===== config.mk =====
export PLATFORM = sky130hd
export DESIGN_NAME = nvdla_reset_sequencer_flat
export DESIGN_NICKNAME = d
export VERILOG_FILES = /design/src/rtl/nvdla_reset_sequencer_if.sv /design/src/rtl/nvdla_reset_sequencer.sv /design/src/flat_wrapper.sv
export SDC_FILE = /design/constraint.sdc
export NUM_CORES = 1
export LEC_CHECK = 0
export ABC_CLOCK_PERIOD_IN_PS = 1870
export CAP_MARGIN = 10
export CORE_UTILIZATION = 30
export CTS_BUF_LIST = sky130_fd_sc_hd__clkbuf_16
export DETAILED_ROUTE_END_ITERATION = 10
export PLACE_DENSITY = 0.5
export REMOVE_ABC_BUFFERS = 1
export SLEW_MARGIN = 20
export SYNTH_ARGS = -nofsm -noshare
export SYNTH_HDL_FRONTEND = slang
export SYNTH_SLANG_ARGS = --single-unit

===== constraint.sdc =====
create_clock -name nvdla_clk -period 1.87 [get_ports nvdla_clk]
set_clock_uncertainty 0.05 [all_clocks]
set_input_delay 0.374 -clock nvdla_clk [delete_from_list [all_inputs] [get_ports nvdla_clk]]
set_output_delay 0.374 -clock nvdla_clk [all_outputs]
set_load 0.1 [all_outputs]

===== src/rtl/nvdla_reset_sequencer_if.sv =====
// Request handshake and partition reset outputs of nvdla_reset_sequencer.
// The requester holds the master modport; the sequencer holds the slave modport.
interface nvdla_reset_sequencer_if #(
    parameter int NUM_PART = 4
);
    logic                req_valid;
    logic                req_ready;
    logic [NUM_PART-1:0] req_mask;
    logic [7:0]          hold_cycles;
    logic [7:0]          gap_cycles;
    logic [NUM_PART-1:0] part_rstn;
    logic                busy;
    logic                done;

    modport master (
        output req_valid, req_mask, hold_cycles, gap_cycles,
        input  req_ready, part_rstn, busy, done
    );

    modport slave (
        input  req_valid, req_mask, hold_cycles, gap_cycles,
        output req_ready, part_rstn, busy, done
    );
endinterface


===== src/rtl/nvdla_reset_sequencer.sv =====
// Partition reset sequencer: assert masked partitions, release them, settle, pulse done.
// Define NVDLA_RESET_SEQ_STAGGER_EN for one-partition-per-step release spaced by gap_cycles.
module nvdla_reset_sequencer #(
    parameter int NUM_PART   = 4,
    parameter int SETTLE_CYC = 3,
    parameter int POR_HOLD   = 16
) (
    input logic                    nvdla_clk,
    input logic                    nvdla_rst,
    nvdla_reset_sequencer_if.slave rs
);
    // Hold/gap counter is 8 bits unless POR_HOLD needs more room.
    localparam int CNT_W = (POR_HOLD > 255) ? $clog2(POR_HOLD + 1) : 8;
    localparam int SET_W = (SETTLE_CYC > 1) ? $clog2(SETTLE_CYC + 1) : 1;
    localparam logic [CNT_W-1:0] POR_CNT = CNT_W'((POR_HOLD < 1) ? 1 : POR_HOLD);
    localparam logic [SET_W-1:0] SET_CNT = SET_W'(SETTLE_CYC);

    typedef enum logic [2:0] {
        IDLE    = 3'd0,
        ASSERT  = 3'd1,
        RELEASE = 3'd2,
        SETTLE  = 3'd3,
        DONE    = 3'd4
    } state_t;

    state_t              state;
    logic [NUM_PART-1:0] pend;
    logic [NUM_PART-1:0] part_rstn;
    logic [CNT_W-1:0]    cnt;
    logic [SET_W-1:0]    settle_cnt;
    logic [7:0]          gap_q;
    logic                por;
    logic                req_ready;
    logic                busy;
    logic                done;

    logic [NUM_PART-1:0] rel_bits;
    logic [7:0]          hold_eff;
    logic [7:0]          gap_src;
    logic [7:0]          gap_eff;

`ifdef NVDLA_RESET_SEQ_STAGGER_EN
    // Lowest pending partition is released on each step.
    assign rel_bits = pend & (~pend + NUM_PART'(1));
`else
    assign rel_bits = pend;
`endif

    // Power-on has no accept cycle, so its gap is taken live until release begins.
    assign gap_src  = por ? rs.gap_cycles : gap_q;
    assign gap_eff  = (gap_src == 8'd0) ? 8'd1 : gap_src;
    assign hold_eff = (rs.hold_cycles == 8'd0) ? 8'd1 : rs.hold_cycles;

    always_ff @(posedge nvdla_clk or posedge nvdla_rst) begin
        if (nvdla_rst) begin
            state      <= ASSERT;
            por        <= 1'b1;
            pend       <= '1;
            part_rstn  <= '0;
            cnt        <= POR_CNT;
            settle_cnt <= SET_CNT;
            gap_q      <= 8'd0;
            req_ready  <= 1'b0;
            busy       <= 1'b1;
            done       <= 1'b0;
        end else begin
            done <= 1'b0;
            case (state)
                IDLE: begin
                    if (rs.req_valid && req_ready) begin
                        req_ready <= 1'b0;
                        busy      <= 1'b1;
                        gap_q     <= rs.gap_cycles;
                        por       <= 1'b0;
                        if (rs.req_mask != '0) begin
                            state     <= ASSERT;
                            pend      <= rs.req_mask;
                            part_rstn <= part_rstn & ~rs.req_mask;
                            cnt       <= CNT_W'(hold_eff);
                        end else begin
                            state <= DONE;
                            done  <= 1'b1;
                        end
                    end
                end
                ASSERT: begin
                    if (cnt <= CNT_W'(1)) begin
                        state     <= RELEASE;
                        part_rstn <= part_rstn | rel_bits;
                        pend      <= pend & ~rel_bits;
                        cnt       <= CNT_W'(gap_eff);
                        gap_q     <= gap_src;
                        por       <= 1'b0;
                    end else begin
                        cnt <= cnt - CNT_W'(1);
                    end
                end
                RELEASE: begin
                    if (pend == '0) begin
                        if (SETTLE_CYC == 0) begin
                            state <= DONE;
                            done  <= 1'b1;
                        end else begin
                            state      <= SETTLE;
                            settle_cnt <= SET_CNT;
                        end
                    end else if (cnt <= CNT_W'(1)) begin
                        part_rstn <= part_rstn | rel_bits;
                        pend      <= pend & ~rel_bits;
                        cnt       <= CNT_W'(gap_eff);
                    end else begin
                        cnt <= cnt - CNT_W'(1);
                    end
                end
                SETTLE: begin
                    if (settle_cnt <= SET_W'(1)) begin
                        state <= DONE;
                        done  <= 1'b1;
                    end else begin
                        settle_cnt <= settle_cnt - SET_W'(1);
                    end
                end
                DONE: begin
                    state     <= IDLE;
                    busy      <= 1'b0;
                    req_ready <= 1'b1;
                end
                default: begin
                    state     <= IDLE;
                    busy      <= 1'b0;
                    req_ready <= 1'b1;
                end
            endcase
        end
    end

    assign rs.req_ready = req_ready;
    assign rs.part_rstn = part_rstn;
    assign rs.busy      = busy;
    assign rs.done      = done;
endmodule


===== src/flat_wrapper.sv =====
// flat-port wrapper written by rule: the top's interface ports become plain ports
module nvdla_reset_sequencer_flat 
#(
    parameter int NUM_PART   = 4,
    parameter int SETTLE_CYC = 3,
    parameter int POR_HOLD   = 16
)
  (nvdla_clk, nvdla_rst, rs_req_valid, rs_req_mask, rs_hold_cycles, rs_gap_cycles, rs_req_ready, rs_part_rstn, rs_busy, rs_done);
  nvdla_reset_sequencer_if #(.NUM_PART(NUM_PART)) rs_i ();
  input logic nvdla_clk;
  input logic nvdla_rst;
  input wire logic [$bits(rs_i.req_valid)-1:0] rs_req_valid;
  input wire logic [$bits(rs_i.req_mask)-1:0] rs_req_mask;
  input wire logic [$bits(rs_i.hold_cycles)-1:0] rs_hold_cycles;
  input wire logic [$bits(rs_i.gap_cycles)-1:0] rs_gap_cycles;
  output wire logic [$bits(rs_i.req_ready)-1:0] rs_req_ready;
  output wire logic [$bits(rs_i.part_rstn)-1:0] rs_part_rstn;
  output wire logic [$bits(rs_i.busy)-1:0] rs_busy;
  output wire logic [$bits(rs_i.done)-1:0] rs_done;
  assign rs_i.req_valid = rs_req_valid;
  assign rs_i.req_mask = rs_req_mask;
  assign rs_i.hold_cycles = rs_hold_cycles;
  assign rs_i.gap_cycles = rs_gap_cycles;
  assign rs_req_ready = rs_i.req_ready;
  assign rs_part_rstn = rs_i.part_rstn;
  assign rs_busy = rs_i.busy;
  assign rs_done = rs_i.done;
  nvdla_reset_sequencer #(.NUM_PART(NUM_PART), .SETTLE_CYC(SETTLE_CYC), .POR_HOLD(POR_HOLD)) u_core (.nvdla_clk(nvdla_clk), .nvdla_rst(nvdla_rst), .rs(rs_i));
endmodule

==> flow_metrics.env, run 1 <==
export IMPL_ys_types=48
export IMPL_layout_common_cells="46 x buf_4, 22 x dfrtp_1, 21 x clkdlybuf4s50_1, 20 x nor2_1, 17 x nand2_1"
export IMPL_postSynthAreaPerCell_sq_um=9.705
export IMPL_final_common_cell="buf_4"
export IMPL_clk_pin_slew_ns=0.05
export IMPL_drtAntennaViolNets=0
export IMPL_cts_buffers=5
export IMPL_synth_area_sq_um=1873
export IMPL_via_per_inst=5.000
export IMPL_place_area_sq_um=2586
export IMPL_clockRootBuffer="clkbuf_16"
export IMPL_fin_nets=298
export IMPL_fin_hold_ws_ns=0.4056
export IMPL_die_area_sq_um=6563
export IMPL_finalWorstSetupSlack_ns=-0.1354
export IMPL_final_period_utilization=1.072
export IMPL_crit_start="u_core.cnt[0]"
export IMPL_fin_crit_ns=2.005
export IMPL_io_pin_count=30
export IMPL_crit_path_start_kind="flip-flop"
export IMPL_cap_violations=0
export IMPL_synth_sequential_area_ratio=0.4476
export IMPL_die_w_um=81.02
export IMPL_synth_ff_latch_count=33
export IMPL_worstHoldPathType="in2async"
export IMPL_drc=0
export IMPL_post_dp_hpwl_um=3560
export IMPL_drive_above_1_share=0.3736
export IMPL_cts_tree="yes"
export IMPL_start_util=0.3145
export IMPL_drt_iter0_drc=105
export IMPL_path_common_cell="buf_6"
export IMPL_maxClockFrequency_mhz=498.7
export IMPL_setup_violations=14
export IMPL_ys_flop_type="dfrtp_1"
export IMPL_syn_instance_count=193
export IMPL_gr_usage_all_layers=0.1689
export IMPL_multi_input_area_sq_um=1077
export IMPL_peakVddDrop_v=0.0009827
export IMPL_p_switching_uw=2188
export IMPL_async_reset_ff_frac=1.000
export IMPL_ctsLongestPathBuffers=2
export IMPL_clkLatencyLatePin_ns=0.27
export IMPL_internal_power_uw=3207
export IMPL_power_density_nw_per_um2=1822
export IMPL_routed_wl_um=5034
export IMPL_wl_per_cell_um=14.47
export IMPL_max_stage_delay_ns=0.43
export IMPL_leakage_uw=0.001278
export IMPL_grt_pass1_wl_um=8355
export IMPL_place_ws_ns=-0.3604
export IMPL_core_sq_um=5956
export IMPL_crit_required_ns=1.97
export IMPL_synth_edff_count=0
export IMPL_pwr_share_clk=0.170
export IMPL_power_frac_seq=0.256
export IMPL_hold_viol_final=0
export IMPL_grt_overflow=0
export IMPL_crit_type="reg2reg"
export IMPL_maxSlewHeadroom=0.7276
export IMPL_comb_power_share=0.574
export IMPL_die_y_um=81.02
export IMPL_swShare=0.4056
export IMPL_grt_max_degree=34
export IMPL_grt_pass1_vias=1750
export IMPL_tns_ns=-1.250
export IMPL_place_congestion=0.8468
export IMPL_clock_sinks=33
export IMPL_setup_worst_path_end_class="flip-flop"
export IMPL_worst_ep_arrival_time_ns=2.11
export IMPL_cp_cell_sequence="buf_6 -> ha_4 -> or2_4 -> and3_4 -> a31oi_1 -> or3_1 -> buf_6 -> mux2_4"
export IMPL_final_cell_area_sq_um=2962
export IMPL_hold_buffers=0
export IMPL_yosysWarnings=0
export IMPL_antenna_found_initial=0
export IMPL_status="finished with violations"
export IMPL_violations="negative setup slack"
export IMPL_rsz0062_at_grt="yes"
export IMPL_slowest_stage="dfrtp_2"
export IMPL_n_antenna_cell=0
export IMPL_htree_levels=2
export IMPL_num_fill_cells=559
export IMPL_worstMarginPinSlew_ns=0.4049
export IMPL_numPortBuffers=29
export IMPL_drv_slew=0
export IMPL_first_pass_iters=4
export IMPL_r2r_start="u_core.cnt[0]"
export IMPL_syn_to_final_growth_pct=58.12
export IMPL_rows=28
export IMPL_regArea_sq_um=839.6
export IMPL_via_count=1740
export IMPL_cp_max_fo=8
-- worst paths after layout --
path                       slack [ns]              end  depth (start not counted)
max in group asynchronous        1.12    u_core.cnt[4]                          3
min                              0.41  u_core.gap_q[4]                          3
min reg2reg                      0.45    u_core.cnt[4]                          2
max reg2reg                     -0.14  u_core.gap_q[4]                          8
max                             -0.14  u_core.gap_q[4]                          8
min in group nvdla_clk           0.45    u_core.cnt[4]                          2
-- worst max-delay path, delay by kind of cell (launching register included) --
kind	cells	cell delay [ns]
compound gates	1	0.14
mux	1	0.30
fa+ha+maj	1	0.15
simple gates	3	0.53
flops	1	0.43
buf+inv	2	0.29
-- area by class of cell --
class / instances / area share
Clock buffer: 5 / 0.04225
Timing Repair Buffer: 80 / 0.2598
Inverter: 5 / 0.006337
Multi-Input combinational cell: 147 / 0.3638
Clock inverter: 3 / 0.01267
Sequential cell: 33 / 0.2835
Tap cell: 75 / 0.03169
-- metal layers --
layer,vias to the layer above,share of wire,global-route usage,wire (um)
met2,23,0.46,0.2655,2331
met4,0,0.011,0.04821,55
met1,842,0.50,0.2367,2504
li1,871,-,-,-
met3,4,0.028,0.02921,143
met5,-,0,0,0
-- through the flow --
step                utilization  power, uW  instances
global route             0.4973       5736        348
global placement         0.4342       4023        327
detailed placement       0.4342       4050        327
CTS                      0.4870       5275        348
finish                   0.4973       5395        348
floorplan                     -       2934        185
-- cells by family after synthesis --
logic type / synth area share
compound gates: 0.1991
xor+xnor: 0.009354
fa+ha+maj: 0.02004
buf+inv: 0.03073
flops: 0.4476
mux: 0.1015
simple gates: 0.1917
-- synth_stat cells, drive strengths merged (2+ instances only) --
master / number / area share
a21oi: 16 / 0.043
buf: 2 / 0.0087
or2: 2 / 0.0067
or4: 2 / 0.0080
o21ai: 9 / 0.024
nand2: 17 / 0.034
dfrtp: 23 / 0.31
ha: 3 / 0.020
o22ai: 2 / 0.0067
nor2b: 2 / 0.0067
nand2b: 4 / 0.013
nand3: 5 / 0.013
nor4: 6 / 0.020
a31oi: 6 / 0.020
a22oi: 2 / 0.0080
o31ai: 2 / 0.011
nor2: 21 / 0.042
xor2: 2 / 0.0094
a21o: 2 / 0.0080
a22o: 4 / 0.019
mux2: 8 / 0.064
dfstp: 10 / 0.14
nor3: 6 / 0.022
inv: 5 / 0.010
clkbuf: 6 / 0.012
a32oi: 2 / 0.0094
mux2i: 7 / 0.037
-- sequential cells by signal (all words and copies together) (netlist names), 2 cells and up --
signal,count
u_core.settle_cnt,2
u_core.rs.part_rstn,4
u_core.cnt,8
u_core.pend,4
u_core.gap_q,8
u_core.state,3
-- power groups by stage --
| stage | logic, uW | registers [uW] | clock network [uW] |
|---|---|---|---|
| floorplan | 1100 | 1830 | 0 |
| global route | 3350 | 1430 | 959 |
| finish | 3100 | 1380 | 915 |
| global placement | 2650 | 1380 | 0 |
| detailed placement | 2670 | 1380 | 0 |
| CTS | 2950 | 1390 | 937 |
-- repair_timing --
action                                  in CTS  in global routing
endpoints found under the setup margin      17                 19
pin swaps                                    7                  8
setup buffers                               13                  1
gates resized for setup                     16                 12
No activity file was read; power rests on OpenSTA's default activity.
==> inputs of run 2 (changes only) <==
--- a/config.mk
+++ b/config.mk
@@ -7,10 +7,10 @@
 export LEC_CHECK = 0
 export ABC_CLOCK_PERIOD_IN_PS = 1870
 export CAP_MARGIN = 10
-export CORE_UTILIZATION = 30
+export CORE_UTILIZATION = 48
 export CTS_BUF_LIST = sky130_fd_sc_hd__clkbuf_16
 export DETAILED_ROUTE_END_ITERATION = 10
-export PLACE_DENSITY = 0.5
+export PLACE_DENSITY = 0.74
 export REMOVE_ABC_BUFFERS = 1
 export SLEW_MARGIN = 20
 export SYNTH_ARGS = -nofsm -noshare
==> flow_metrics.env, run 2 (synthesis gave the netlist of run 1 again) <==
export IMPL_max_stage_delay_ns=0.37
export IMPL_clk_pin_slew_ns=0.06
export IMPL_cts_tree="yes"
export IMPL_grt_overflow=0
export IMPL_syn_to_final_growth_pct=56.38
export IMPL_worstHoldPathType="in2reg"
export IMPL_violations="negative setup slack"
export IMPL_cts_buffers=5
export IMPL_cp_top_family="simple AND/OR/NAND/NOR gates"
export IMPL_rr_endpoint="u_core.gap_q[0]"
export IMPL_gr_usage_all_layers=0.2807
export IMPL_worstMarginPinSlew_ns=0.4030
export IMPL_cap_violations=0
export IMPL_ctsLongestPathBuffers=2
export IMPL_grt_pass1_wl_um=8804
export IMPL_clkLatencyLatePin_ns=0.28
export IMPL_clock_sinks=33
export IMPL_crit_path_start_kind="flip-flop"
export IMPL_maxClockFrequency_mhz=484.3
export IMPL_via_per_inst=6.148
export IMPL_routed_wl_um=5741
export IMPL_rows=22
export IMPL_finalWorstSetupSlack_ns=-0.1947
export IMPL_drive_above_1_share=0.3726
export IMPL_drc=0
export IMPL_tns_ns=-1.483
export IMPL_place_area_sq_um=2532
export IMPL_hold_end="u_core.rs.part_rstn[0]"
export IMPL_clockRootBuffer="clkbuf_16"
export IMPL_via_count=1912
export IMPL_status="finished with violations"
export IMPL_hold_viol_final=0
export IMPL_leakage_uw=0.001317
export IMPL_post_dp_hpwl_um=3572
export IMPL_fin_crit_ns=2.065
export IMPL_place_congestion=0.8647
export IMPL_antenna_found_initial=0
export IMPL_final_cell_area_sq_um=2929
export IMPL_final_common_cell="buf_4"
export IMPL_drtAntennaViolNets=0
export IMPL_die_area_sq_um=4156
export IMPL_r2r_start="u_core.cnt[7]"
export IMPL_r2r_cells=6
export IMPL_die_w_um=64.47
export IMPL_r2r_setup_slack_ns=-0.19
export IMPL_die_y_um=64.47
export IMPL_cp_num_buf_inv=1
export IMPL_place_ws_ns=-0.3359
export IMPL_power_density_nw_per_um2=1912
export IMPL_io_pin_count=30
export IMPL_layout_common_cells="37 x buf_4, 21 x nor2_1, 21 x dfrtp_1, 16 x nand2_1, 16 x a21oi_1"
export IMPL_slowest_stage="dfrtp_1"
export IMPL_num_fill_cells=247
export IMPL_peakVddDrop_v=0.001247
export IMPL_fin_nets=288
export IMPL_setup_worst_path_end_class="flip-flop"
export IMPL_hold_depth=2
export IMPL_wl_per_cell_um=18.46
export IMPL_core_sq_um=3689
export IMPL_numPortBuffers=29
export IMPL_start_util=0.5078
export IMPL_grt_pass1_vias=1904
export IMPL_hp_start="rs_req_mask[0]"
export IMPL_rsz0062_at_grt="yes"
export IMPL_maxSlewHeadroom=0.7237
export IMPL_crit_type="reg2reg"
export IMPL_n_antenna_cell=0
export IMPL_drt_iter0_drc=155
export IMPL_first_pass_iters=5
export IMPL_final_period_utilization=1.104
export IMPL_drv_slew=0
export IMPL_setup_violations=10
export IMPL_cp_cell_sequence="nor3_1 -> and3_4 -> a31oi_1 -> or3_1 -> buf_6 -> mux2_4"
export IMPL_cp_max_fo=8
export IMPL_reg_largest_list="u_core.cnt (8), u_core.gap_q (8)"
export IMPL_htree_levels=2
export IMPL_worst_ep_arrival_time_ns=2.18
export IMPL_crit_required_ns=1.98
export IMPL_grt_max_degree=34
[run 2: area by class of cell]
| cell class | instances | area, sq um | share of cell area |
|---|---|---|---|
| Inverter | 5 | 18.77 | 0.006408 |
| Multi-Input combinational cell | 147 | 1112 | 0.3798 |
| Clock buffer | 5 | 125.1 | 0.04272 |
| Timing Repair Buffer | 70 | 703.2 | 0.2401 |
| Sequential cell | 33 | 840.8 | 0.2871 |
| Tap cell | 48 | 60.06 | 0.02050 |
| Clock inverter | 3 | 68.82 | 0.02349 |
[run 2: through the flow]
stage | utilization | total power (uW) | std cells | hold WS (ns)
3_3_place_gp | 0.6866 | 3946 | 299 | 0.4437
5_1_grt | 0.7941 | 5876 | 311 | 0.3265
6_report | 0.7941 | 5600 | 311 | 0.3248
4_1_cts | 0.7578 | 5272 | 308 | 0.4547
2_1_floorplan | - | 2934 | 185 | 0.4097
3_5_place_dp | 0.6866 | 4053 | 299 | 0.4436
[run 2: what timing repair did]
item                                    CTS  global route
hold buffers                              0             0
buffers inserted                          1             2
cloned                                    0             1
endpoints found under the setup margin   20            21
resized for setup                        15            26
pin swaps                                 6            11
[run 2: layer usage]
layer / track usage / vias to the layer above / routed length [um]
met2: 0.4882 / 100 / 3002
met3: 0.07042 / 22 / 344
li1: - / 865 / -
met1: 0.3196 / 925 / 2178
met5: 0 / - / 0
met4: 0.1361 / 0 / 216
[run 2: power breakdown]
part           total, uW  internal (uW)  switching [uW]
Sequential          1430           1090             342
Combinational       3080           1420            1670
Clock               1080            768             317
[run 2: worst register-to-register path: cells and delay by family, from the launching register on]
family          cells  cell delay, ns
simple gates        3            0.97
flops               1            0.37
mux                 1            0.31
buf+inv             1            0.17
compound gates      1            0.07
[run 2: worst max path at each step]
stage,cells after the start,slack (ns),end,start
floorplan,5,-0.85,u_core.pend[0],u_core.rs.req_ready
global placement,6,-0.33,u_core.cnt[0],rs_hold_cycles[5]
detailed placement,7,-0.34,u_core.cnt[0],rs_req_mask[1]
CTS,8,-0.17,u_core.gap_q[0],u_core.cnt[0]
global route,8,-0.24,u_core.gap_q[0],u_core.cnt[0]
finish,6,-0.19,u_core.gap_q[0],u_core.cnt[7]
==> inputs of run 3 (changes only) <==
--- a/config.mk
+++ b/config.mk
@@ -5,14 +5,13 @@
 export SDC_FILE = /design/constraint.sdc
 export NUM_CORES = 1
 export LEC_CHECK = 0
-export ABC_CLOCK_PERIOD_IN_PS = 1870
+export ABC_CLOCK_PERIOD_IN_PS = 2400
 export CAP_MARGIN = 10
-export CORE_UTILIZATION = 48
+export CORE_UTILIZATION = 52
 export CTS_BUF_LIST = sky130_fd_sc_hd__clkbuf_16
 export DETAILED_ROUTE_END_ITERATION = 10
-export PLACE_DENSITY = 0.74
+export PLACE_DENSITY = 0.76
 export REMOVE_ABC_BUFFERS = 1
-export SLEW_MARGIN = 20
 export SYNTH_ARGS = -nofsm -noshare
 export SYNTH_HDL_FRONTEND = slang
 export SYNTH_SLANG_ARGS = --single-unit
==> constraint.sdc (replaced) <==
create_clock -name nvdla_clk -period 2.4 [get_ports nvdla_clk]
set_clock_uncertainty 0.05 [all_clocks]
set_input_delay 0.48 -clock nvdla_clk [delete_from_list [all_inputs] [get_ports nvdla_clk]]
set_output_delay 0.48 -clock nvdla_clk [all_outputs]
set_load 0.1 [all_outputs]
==> flow_metrics.env, run 3 (synthesis gave the netlist of run 1 again) <==
export IMPL_status="finished clean"
export IMPL_maxClockFrequency_mhz=471.2
export IMPL_fin_crit_ns=2.122
export IMPL_top_usage_layer="met2"
export IMPL_numPortBuffers=29
export IMPL_core_sq_um=3390
export IMPL_via_count=1662
export IMPL_final_period_utilization=0.8843
export IMPL_grt_pass1_wl_um=6913
export IMPL_crit_start="u_core.cnt[0]"
export IMPL_met2_usage=0.4407
export IMPL_post_dp_hpwl_um=3278
export IMPL_r2r_start="u_core.cnt[0]"
export IMPL_gr_usage_all_layers=0.2574
export IMPL_grt_overflow=0
export IMPL_die_w_um=62.02
export IMPL_clock_sinks=33
export IMPL_grt_use_met1=0.2992
export IMPL_reg_largest_list="u_core.cnt (8), u_core.gap_q (8)"
export IMPL_grt_pass1_vias=1512
export IMPL_power_density_nw_per_um2=1415
export IMPL_p_switching_uw=1525
export IMPL_worstHoldPathType="in2async"
export IMPL_rows=21
export IMPL_crit_type="reg2reg"
export IMPL_r2r_cells=7
export IMPL_drv_slew=0
export IMPL_comb_power_share=0.495
export IMPL_cap_violations=0
export IMPL_peakVddDrop_v=0.0008078
export IMPL_die_y_um=62.02
export IMPL_hold_buffers=0
export IMPL_ctsLongestPathBuffers=2
export IMPL_n_antenna_cell=0
export IMPL_power_frac_seq=0.324
export IMPL_die_area_sq_um=3846
export IMPL_clk_pin_slew_ns=0.06
export IMPL_cts_buffers=5
export IMPL_drive_above_1_share=0.2128
export IMPL_drtAntennaViolNets=0
export IMPL_rr_endpoint="u_core.gap_q[7]"
export IMPL_use_met3=0.09110
export IMPL_fin_nets=260
export IMPL_crit_path_start_kind="flip-flop"
export IMPL_power_uw=3406
export IMPL_grt_max_degree=17
export IMPL_htree_levels=2
export IMPL_r2r_setup_slack_ns=0.28
export IMPL_crit_required_ns=2.52
export IMPL_antenna_found_initial=0
export IMPL_layout_common_cells="23 x dfrtp_1, 22 x clkdlybuf4s50_1, 21 x nor2_1, 20 x buf_4, 17 x nand2_1"
export IMPL_internal_power_uw=1882
export IMPL_io_pin_count=30
export IMPL_syn_to_final_growth_pct=28.52
export IMPL_place_congestion=0.8444
export IMPL_maxSlewHeadroom=0.7002
export IMPL_clkLatencyLatePin_ns=0.29
export IMPL_cp_max_fo=8
export IMPL_rsz0062_at_grt="no"
export IMPL_start_util=0.5526
export IMPL_swShare=0.4475
export IMPL_clockRootBuffer="clkbuf_16"
export IMPL_drc=0
export IMPL_final_common_cell="dfrtp_1"
export IMPL_via_per_inst=5.915
export IMPL_first_pass_iters=4
export IMPL_routed_wl_um=4482
export IMPL_worstMarginPinSlew_ns=0.4498
export IMPL_wl_per_cell_um=15.95
export IMPL_drt_iter0_drc=104
export IMPL_worst_ep_arrival_time_ns=2.24
export IMPL_pwr_share_clk=0.181
export IMPL_utilization=0.7102
export IMPL_leakage_uw=0.001036
export IMPL_setup_violations=0
export IMPL_setup_worst_path_end_class="flip-flop"
export IMPL_hold_viol_final=0
export IMPL_cts_tree="yes"
[run 3: timing repair]
| item | in CTS | in global routing |
|---|---|---|
| hold endpoints to repair | 0 | 0 |
| setup endpoints to repair | 0 | 8 |
| buffers inserted | 0 | 0 |
| resized for setup | 0 | 1 |
[run 3: area by class of cell]
cell class / instances / area, sq um
tap: 46 / 57.56
clock inverter: 3 / 15.01
fill: 263 / 982.2
clock buffer: 5 / 125.1
timing repair buffer: 42 / 370.4
sequential: 33 / 838.3
multi-input combinational: 147 / 982.2
inverter: 5 / 18.77
[run 3: per-stage QoR]
step | area (sq um) | setup TNS [ns] | hold slack [ns] | setup slack [ns] | std cells
4_1_cts | 2402 | 0 | 0.4544 | 0.06281 | 281
6_report | 2407 | 0 | 0.4480 | 0.2778 | 281
2_1_floorplan | 1834 | -2.315 | 0.4258 | -0.3171 | 185
5_1_grt | 2407 | 0 | 0.4713 | 0.1594 | 281
3_3_place_gp | 2262 | 0 | 0.4364 | 0.08522 | 273
3_5_place_dp | 2262 | 0 | 0.4438 | 0.04126 | 273
[run 3: how the worst max path moves through the flow]
stage / to / slack (ns) / cells past startpoint
2_1_floorplan: u_core.pend[0] / -0.32 / 5
3_3_place_gp: u_core.gap_q[4] / 0.09 / 6
3_5_place_dp: u_core.gap_q[7] / 0.04 / 6
4_1_cts: u_core.gap_q[7] / 0.06 / 7
5_1_grt: u_core.gap_q[2] / 0.16 / 7
6_report: u_core.gap_q[7] / 0.28 / 7
[run 3: power groups by stage]
stage / Sequential [uW] / Clock [uW] / Combinational, uW
finish: 1100 / 615 / 1690
global route: 1140 / 648 / 1820
CTS: 1100 / 627 / 1680
detailed placement: 1100 / 0 / 1680
global placement: 1090 / 0 / 1630
floorplan: 1430 / 0 / 859
[run 3: routing by layer]
metal,vias up,share of wire
li1,797,-
met1,816,0.44
met2,41,0.50
met3,8,0.043
met4,0,0.014
met5,-,0
[run 3: critical path, stage by stage, from the launching register on]
cell	delay (ns)
dfrtp_1	0.45
inv_1	0.09
ha_1	0.21
or2_2	0.29
and3_1	0.20
a31oi_1	0.16
or3_4	0.24
mux2_4	0.32
